$ cat config.mk
export PLATFORM = sky130hd
export DESIGN_NAME = cmp_stream_pipe_flat
export DESIGN_NICKNAME = d
export VERILOG_FILES = /design/src/rtl/cmp_stream_pipe_if.sv /design/src/rtl/cmp_stream_pipe.sv /design/src/flat_wrapper.sv
export SDC_FILE = /design/constraint.sdc
export NUM_CORES = 1
export LEC_CHECK = 0
export CAP_MARGIN = 10
export CORE_UTILIZATION = 40
export CTS_CLUSTER_DIAMETER = 80
export CTS_CLUSTER_SIZE = 12
export DETAILED_ROUTE_END_ITERATION = 6
export GPL_TIMING_DRIVEN = 0
export PLACE_DENSITY_LB_ADDON = 0.12
export SLEW_MARGIN = 20
export SYNTH_ARGS = -nofsm -noshare
export SYNTH_HDL_FRONTEND = slang
export SYNTH_SLANG_ARGS = --single-unit
$ cat constraint.sdc
create_clock -name clk -period 2.5 [get_ports clk]
set_clock_uncertainty 0.05 [all_clocks]
set_input_delay 0.25 -clock clk [delete_from_list [all_inputs] [get_ports clk]]
set_output_delay 0.25 -clock clk [all_outputs]
set_load 0.1 [all_outputs]
$ cat src/rtl/cmp_stream_pipe_if.sv
// Stream interface for cmp_stream_pipe: operand input channel, result output
// channel, counter clear and the three outcome tallies.
// master = operand source / result consumer / monitor, slave = the comparator.
interface cmp_stream_pipe_if #(
  parameter int WIDTH = 8,
  parameter int CNT_W = 16
);
  logic             in_valid;
  logic             in_ready;
  logic [WIDTH-1:0] a;
  logic [WIDTH-1:0] b;
  logic             out_valid;
  logic             out_ready;
  logic             g;
  logic             l;
  logic             clr;
  logic [CNT_W-1:0] g_cnt;
  logic [CNT_W-1:0] l_cnt;
  logic [CNT_W-1:0] eq_cnt;

  modport master (
    output in_valid, a, b, out_ready, clr,
    input  in_ready, out_valid, g, l, g_cnt, l_cnt, eq_cnt
  );

  modport slave (
    input  in_valid, a, b, out_ready, clr,
    output in_ready, out_valid, g, l, g_cnt, l_cnt, eq_cnt
  );
endinterface

$ cat src/rtl/cmp_stream_pipe.sv
// cmp_stream_pipe: one-stage pipelined magnitude comparator with valid/ready
// flow control and saturating greater/less/equal tallies.
// Build option: define SIGNED_CMP_EN to compare a/b as two's complement;
// by default the operands are unsigned.
module cmp_stream_pipe #(
  parameter int WIDTH = 8,
  parameter int CNT_W = 16
) (
  input logic              clk,
  input logic              rst,
  cmp_stream_pipe_if.slave bus
);

  // Result encoding {g,l}: 10 = a>b, 01 = a<b, 00 = a==b; 11 is never produced.
  function automatic logic [1:0] cmp_fn(input logic [WIDTH-1:0] x,
                                        input logic [WIDTH-1:0] y);
`ifdef SIGNED_CMP_EN
    if ($signed(x) > $signed(y)) begin
      return 2'b10;
    end else if ($signed(x) < $signed(y)) begin
      return 2'b01;
    end else begin
      return 2'b00;
    end
`else
    if (x > y) begin
      return 2'b10;
    end else if (x < y) begin
      return 2'b01;
    end else begin
      return 2'b00;
    end
`endif
  endfunction

  // Increment that sticks at all-ones instead of wrapping.
  function automatic logic [CNT_W-1:0] sat_inc(input logic [CNT_W-1:0] c);
    if (c == {CNT_W{1'b1}}) begin
      return c;
    end else begin
      return c + CNT_W'(1);
    end
  endfunction

  logic             out_valid_q, out_valid_d;
  logic             g_q, g_d;
  logic             l_q, l_d;
  logic [CNT_W-1:0] g_cnt_q, g_cnt_d;
  logic [CNT_W-1:0] l_cnt_q, l_cnt_d;
  logic [CNT_W-1:0] eq_cnt_q, eq_cnt_d;
  logic             in_ready;
  logic             accept;
  logic [1:0]       cmp_res;

  // The stage can take a new pair when it is empty or its result leaves now.
  assign in_ready = !out_valid_q || bus.out_ready;
  assign accept   = bus.in_valid && in_ready;
  assign cmp_res  = cmp_fn(bus.a, bus.b);

  // Next-state for the result stage and the outcome counters.
  always_comb begin
    out_valid_d = out_valid_q;
    g_d         = g_q;
    l_d         = l_q;
    g_cnt_d     = g_cnt_q;
    l_cnt_d     = l_cnt_q;
    eq_cnt_d    = eq_cnt_q;

    if (accept) begin
      out_valid_d = 1'b1;
      g_d         = cmp_res[1];
      l_d         = cmp_res[0];
    end else if (bus.out_ready) begin
      out_valid_d = 1'b0;
    end else begin
      out_valid_d = out_valid_q;
    end

    // Clear wins over counting a pair accepted in the same cycle.
    if (bus.clr) begin
      g_cnt_d  = {CNT_W{1'b0}};
      l_cnt_d  = {CNT_W{1'b0}};
      eq_cnt_d = {CNT_W{1'b0}};
    end else if (accept) begin
      case (cmp_res)
        2'b10:   g_cnt_d  = sat_inc(g_cnt_q);
        2'b01:   l_cnt_d  = sat_inc(l_cnt_q);
        2'b00:   eq_cnt_d = sat_inc(eq_cnt_q);
        default: eq_cnt_d = eq_cnt_q;
      endcase
    end else begin
      g_cnt_d  = g_cnt_q;
      l_cnt_d  = l_cnt_q;
      eq_cnt_d = eq_cnt_q;
    end
  end

  // State registers; reset drops any held result and zeroes the tallies.
  always_ff @(posedge clk or posedge rst) begin
    if (rst) begin
      out_valid_q <= 1'b0;
      g_q         <= 1'b0;
      l_q         <= 1'b0;
      g_cnt_q     <= {CNT_W{1'b0}};
      l_cnt_q     <= {CNT_W{1'b0}};
      eq_cnt_q    <= {CNT_W{1'b0}};
    end else begin
      out_valid_q <= out_valid_d;
      g_q         <= g_d;
      l_q         <= l_d;
      g_cnt_q     <= g_cnt_d;
      l_cnt_q     <= l_cnt_d;
      eq_cnt_q    <= eq_cnt_d;
    end
  end

  assign bus.in_ready  = in_ready;
  assign bus.out_valid = out_valid_q;
  assign bus.g         = g_q;
  assign bus.l         = l_q;
  assign bus.g_cnt     = g_cnt_q;
  assign bus.l_cnt     = l_cnt_q;
  assign bus.eq_cnt    = eq_cnt_q;

endmodule

$ cat src/flat_wrapper.sv
// flat-port wrapper written by rule: the top's interface ports become plain ports
module cmp_stream_pipe_flat 
#(
  parameter int WIDTH = 8,
  parameter int CNT_W = 16
)
  (clk, rst, bus_in_valid, bus_a, bus_b, bus_out_ready, bus_clr, bus_in_ready, bus_out_valid, bus_g, bus_l, bus_g_cnt, bus_l_cnt, bus_eq_cnt);
  cmp_stream_pipe_if #(.WIDTH(WIDTH), .CNT_W(CNT_W)) bus_i ();
  input logic clk;
  input logic rst;
  input wire logic [$bits(bus_i.in_valid)-1:0] bus_in_valid;
  input wire logic [$bits(bus_i.a)-1:0] bus_a;
  input wire logic [$bits(bus_i.b)-1:0] bus_b;
  input wire logic [$bits(bus_i.out_ready)-1:0] bus_out_ready;
  input wire logic [$bits(bus_i.clr)-1:0] bus_clr;
  output wire logic [$bits(bus_i.in_ready)-1:0] bus_in_ready;
  output wire logic [$bits(bus_i.out_valid)-1:0] bus_out_valid;
  output wire logic [$bits(bus_i.g)-1:0] bus_g;
  output wire logic [$bits(bus_i.l)-1:0] bus_l;
  output wire logic [$bits(bus_i.g_cnt)-1:0] bus_g_cnt;
  output wire logic [$bits(bus_i.l_cnt)-1:0] bus_l_cnt;
  output wire logic [$bits(bus_i.eq_cnt)-1:0] bus_eq_cnt;
  assign bus_i.in_valid = bus_in_valid;
  assign bus_i.a = bus_a;
  assign bus_i.b = bus_b;
  assign bus_i.out_ready = bus_out_ready;
  assign bus_i.clr = bus_clr;
  assign bus_in_ready = bus_i.in_ready;
  assign bus_out_valid = bus_i.out_valid;
  assign bus_g = bus_i.g;
  assign bus_l = bus_i.l;
  assign bus_g_cnt = bus_i.g_cnt;
  assign bus_l_cnt = bus_i.l_cnt;
  assign bus_eq_cnt = bus_i.eq_cnt;
  cmp_stream_pipe #(.WIDTH(WIDTH), .CNT_W(CNT_W)) u_core (.clk(clk), .rst(rst), .bus(bus_i));
endmodule
==> impl_metrics.json <==
{
  "syn_area_per_cell_um2": 9.03,
  "finalHoldViolations": 0,
  "status": "finished, final reports clean",
  "synth_edf_count": 0,
  "grt_util_met1": 0.254,
  "maxSlewViolCount": 0,
  "synth_flop_cell": "dfrtp_1",
  "end_kind": "flop",
  "min_period_over_period": 0.972,
  "maxCapViolations": 0,
  "final-setup-viol-count": 0,
  "tritoncts": "built",
  "multi_input_area_um2": 1740,
  "p_seq_frac": 0.516,
  "synth_nets": 360,
  "grt_max_degree": 52,
  "drt-total-wl_um": 7730,
  "wl_per_cell_um": 15.1,
  "num_vias": 2777,
  "min_period_ps": 2430,
  "dp_slack_ps": -489,
  "port_buffers": 71,
  "via_per_inst": 5.41,
  "r2r-start": "u_core.bus.l_cnt[0]$_DFFE_PP0P_",
  "combPwrFrac": 0.192,
  "final_cell_mix": "clkdlybuf4s50_1, dfrtp_1, nor2_1",
  "ff2ff_path_depth": 8,
  "worstSkewPairLatency_ps": 310,
  "overflow": 0,
  "reg2reg_slack_ps": 100,
  "start_util": 0.411,
  "gp_congestion": 0.848,
  "die_area_um2": 7750,
  "vdd_drop_max_mv": 0.356,
  "ys_ff_latch": 51,
  "fmax_mhz": 412,
  "critPathLaunch": "bus_b[6]",
  "crit_required_ps": 2680,
  "setup_tns_ps": 0,
  "post-route-util": 0.580,
  "antenna_cells": 0,
  "cts_htree_levels": 2,
  "internal-power_w": 0.00114,
  "slew_headroom": 0.346,
  "critPathArrivalTime_ps": 2610,
  "placementRows": 31,
  "cp-start-kind": "primary input",
  "switching_share": 0.304,
  "drc": 0,
  "crit_path_end": "u_core.bus.g_cnt[15]$_DFFE_PP0P_",
  "regArea_um2": 1310,
  "synth_cell_types": 43,
  "power_density_nw_per_um2": 392,
  "ant_nets": 0,
  "yosys_warnings": 0,
  "antenna_found_initial": 0,
  "synth_seq_area_share": 0.431,
  "hold_buffers": 0,
  "finalInstanceArea_um2": 4190,
  "rsz0062_at_grt": "yes",
  "dp_cells": 498,
  "p_switching_w": 0.000499,
  "dr.pass1.iters": 4,
  "use_met3": 0.0396,
  "worst_pin_slew_ps": 978,
  "syn-instance-count": 328,
  "dp_hpwl_um": 5210,
  "grt_pass1_vias": 2580,
  "grt_first_pass_wirelength_um": 12000,
  "hold_class": "in -> async",
  "numCtsBuffers": 5,
  "synthArstFlopShare": 1.00,
  "drive_gt1_frac": 0.188,
  "area_growth_pct": 41.4,
  "layout_commonest_cell": "clkdlybuf4s50_1",
  "place_area_um2": 3850,
  "die-width_um": 88.0,
  "layout_setup_ws_ps": 70.8,
  "layout.nets": 445,
  "core-area_um2": 7210,
  "busiest_layer": "met2",
  "stdcell_count": 513,
  "crit_type": "in -> reg",
  "clkPwrFrac": 0.292,
  "rr_endpoint": "u_core.bus.l_cnt[9]$_DFFE_PP0P_",
  "leakage_nw": 1.63,
  "clk_pin_slew_ps": 100,
  "grtUsageTotal": 0.196,
  "nFillCells": 677,
  "die_h_um": 88.0,
  "met2_usage": 0.335,
  "clock_path_buffers": 2,
  "netlist_area_um2": 2960,
  "drt-initial-drc-count": 92,
  "ioPinCount": 73,
  "cts.sinks": 51,
  "cts_root_buf": "clkbuf_8",
  "critPathMaxFanout": 9
}
-- registers in the layout (all words and copies together), names as in the netlist --
signal / flops
u_core.bus.g: 1
u_core.bus.l: 1
u_core.bus.g_cnt: 16
u_core.bus.eq_cnt: 16
u_core.bus.l_cnt: 16
u_core.bus.out_valid: 1
-- worst min path at each step --
stage | startpoint | endpoint | cells after the start
final | rst | u_core.bus.g_cnt[14]$_DFFE_PP0P_ | 2
after global routing | rst | u_core.bus.l_cnt[0]$_DFFE_PP0P_ | 2
after CTS | rst | u_core.bus.l_cnt[0]$_DFFE_PP0P_ | 2
after detailed placement | u_core.bus.l$_DFFE_PP0P_ | u_core.bus.l$_DFFE_PP0P_ | 1
after global placement | u_core.bus.l$_DFFE_PP0P_ | u_core.bus.l$_DFFE_PP0P_ | 1
after floorplan | bus_in_valid | u_core.bus.out_valid$_DFFE_PP0P_ | 1
-- cell families (layout without fill, tap and decap cells) --
family / count (synthesis) / count (layout) / synth area share
simple gates: 142 / 142 / 0.263
buf+inv: 33 / 119 / 0.0460
fa+ha+maj: 11 / 11 / 0.0465
compound gates: 73 / 73 / 0.154
mux: 9 / 9 / 0.0325
xor+xnor: 9 / 9 / 0.0266
flops: 51 / 51 / 0.431
-- metal layers --
metal,wire [um],up-vias
met5,0,-
met4,68,0
met3,356,6
met2,3840,62
met1,3460,1343
li1,-,1366
-- power by group through the flow --
stage               Clock, W  Combinational (W)  Sequential [W]
floorplan                  0           0.000104        0.000945
global placement           0           0.000272        0.000865
detailed placement         0           0.000275        0.000864
CTS                 0.000493           0.000280        0.000848
global route        0.000522           0.000337        0.000849
finish              0.000479           0.000314        0.000847
-- layout make-up --
class / count / share of cell area
flip-flops and latches: 51 / 0.312
plain buffers: 13 / 0.0185
clock inverters: 2 / 0.00299
inverters: 20 / 0.0185
multi-input cells: 244 / 0.415
clock buffers: 6 / 0.0173
well taps: 99 / 0.0296
repair buffers: 78 / 0.186
-- worst max-delay path, stage by stage --
cell,delay (ps)
clkdlybuf4s50_1,460
inv_1,40
ha_1,290
nand4_1,180
or2_1,180
nor2b_2,270
o211ai_2,250
or4_1,530
a21oi_1,160
-- Yosys cell counts (2+ instances only) --
cell	count	area, um2
mux2_2	5	56.3
nor2b_1	9	56.3
buf_2	4	20.0
o21ai_0	17	85.1
and3_1	5	31.3
nand3_1	19	95.1
o2111ai_1	2	17.5
inv_1	19	71.3
a21oi_1	27	135
o211ai_1	3	22.5
nor4_1	5	31.3
xnor2_1	2	17.5
mux2i_1	4	40.0
and4_1	3	26.3
o211ai_2	3	37.5
nand4_1	8	50.1
dfrtp_1	51	1280
nor3_1	11	55.1
clkbuf_1	8	30.0
xor2_1	7	61.3
ha_1	11	138
or4_1	16	120
nand2_1	21	78.8
o31ai_1	13	97.6
or3_1	11	68.8
nor2_1	26	97.6
nand2b_1	2	12.5
-- through the flow --
step                power [W]  hold slack, ps
floorplan             0.00105             308
global placement      0.00114             424
detailed placement    0.00114             428
CTS                   0.00162             364
global route          0.00171             422
finish                0.00164             334
-- repair_timing --
item                       4_1_cts  5_1_grt
setup buffers                    0        6
pin swaps                        0       12
cloned                           0        1
gates resized for setup         10       26
setup endpoints to repair       17       26
Note: power is estimated with default switching activity, not from simulation.
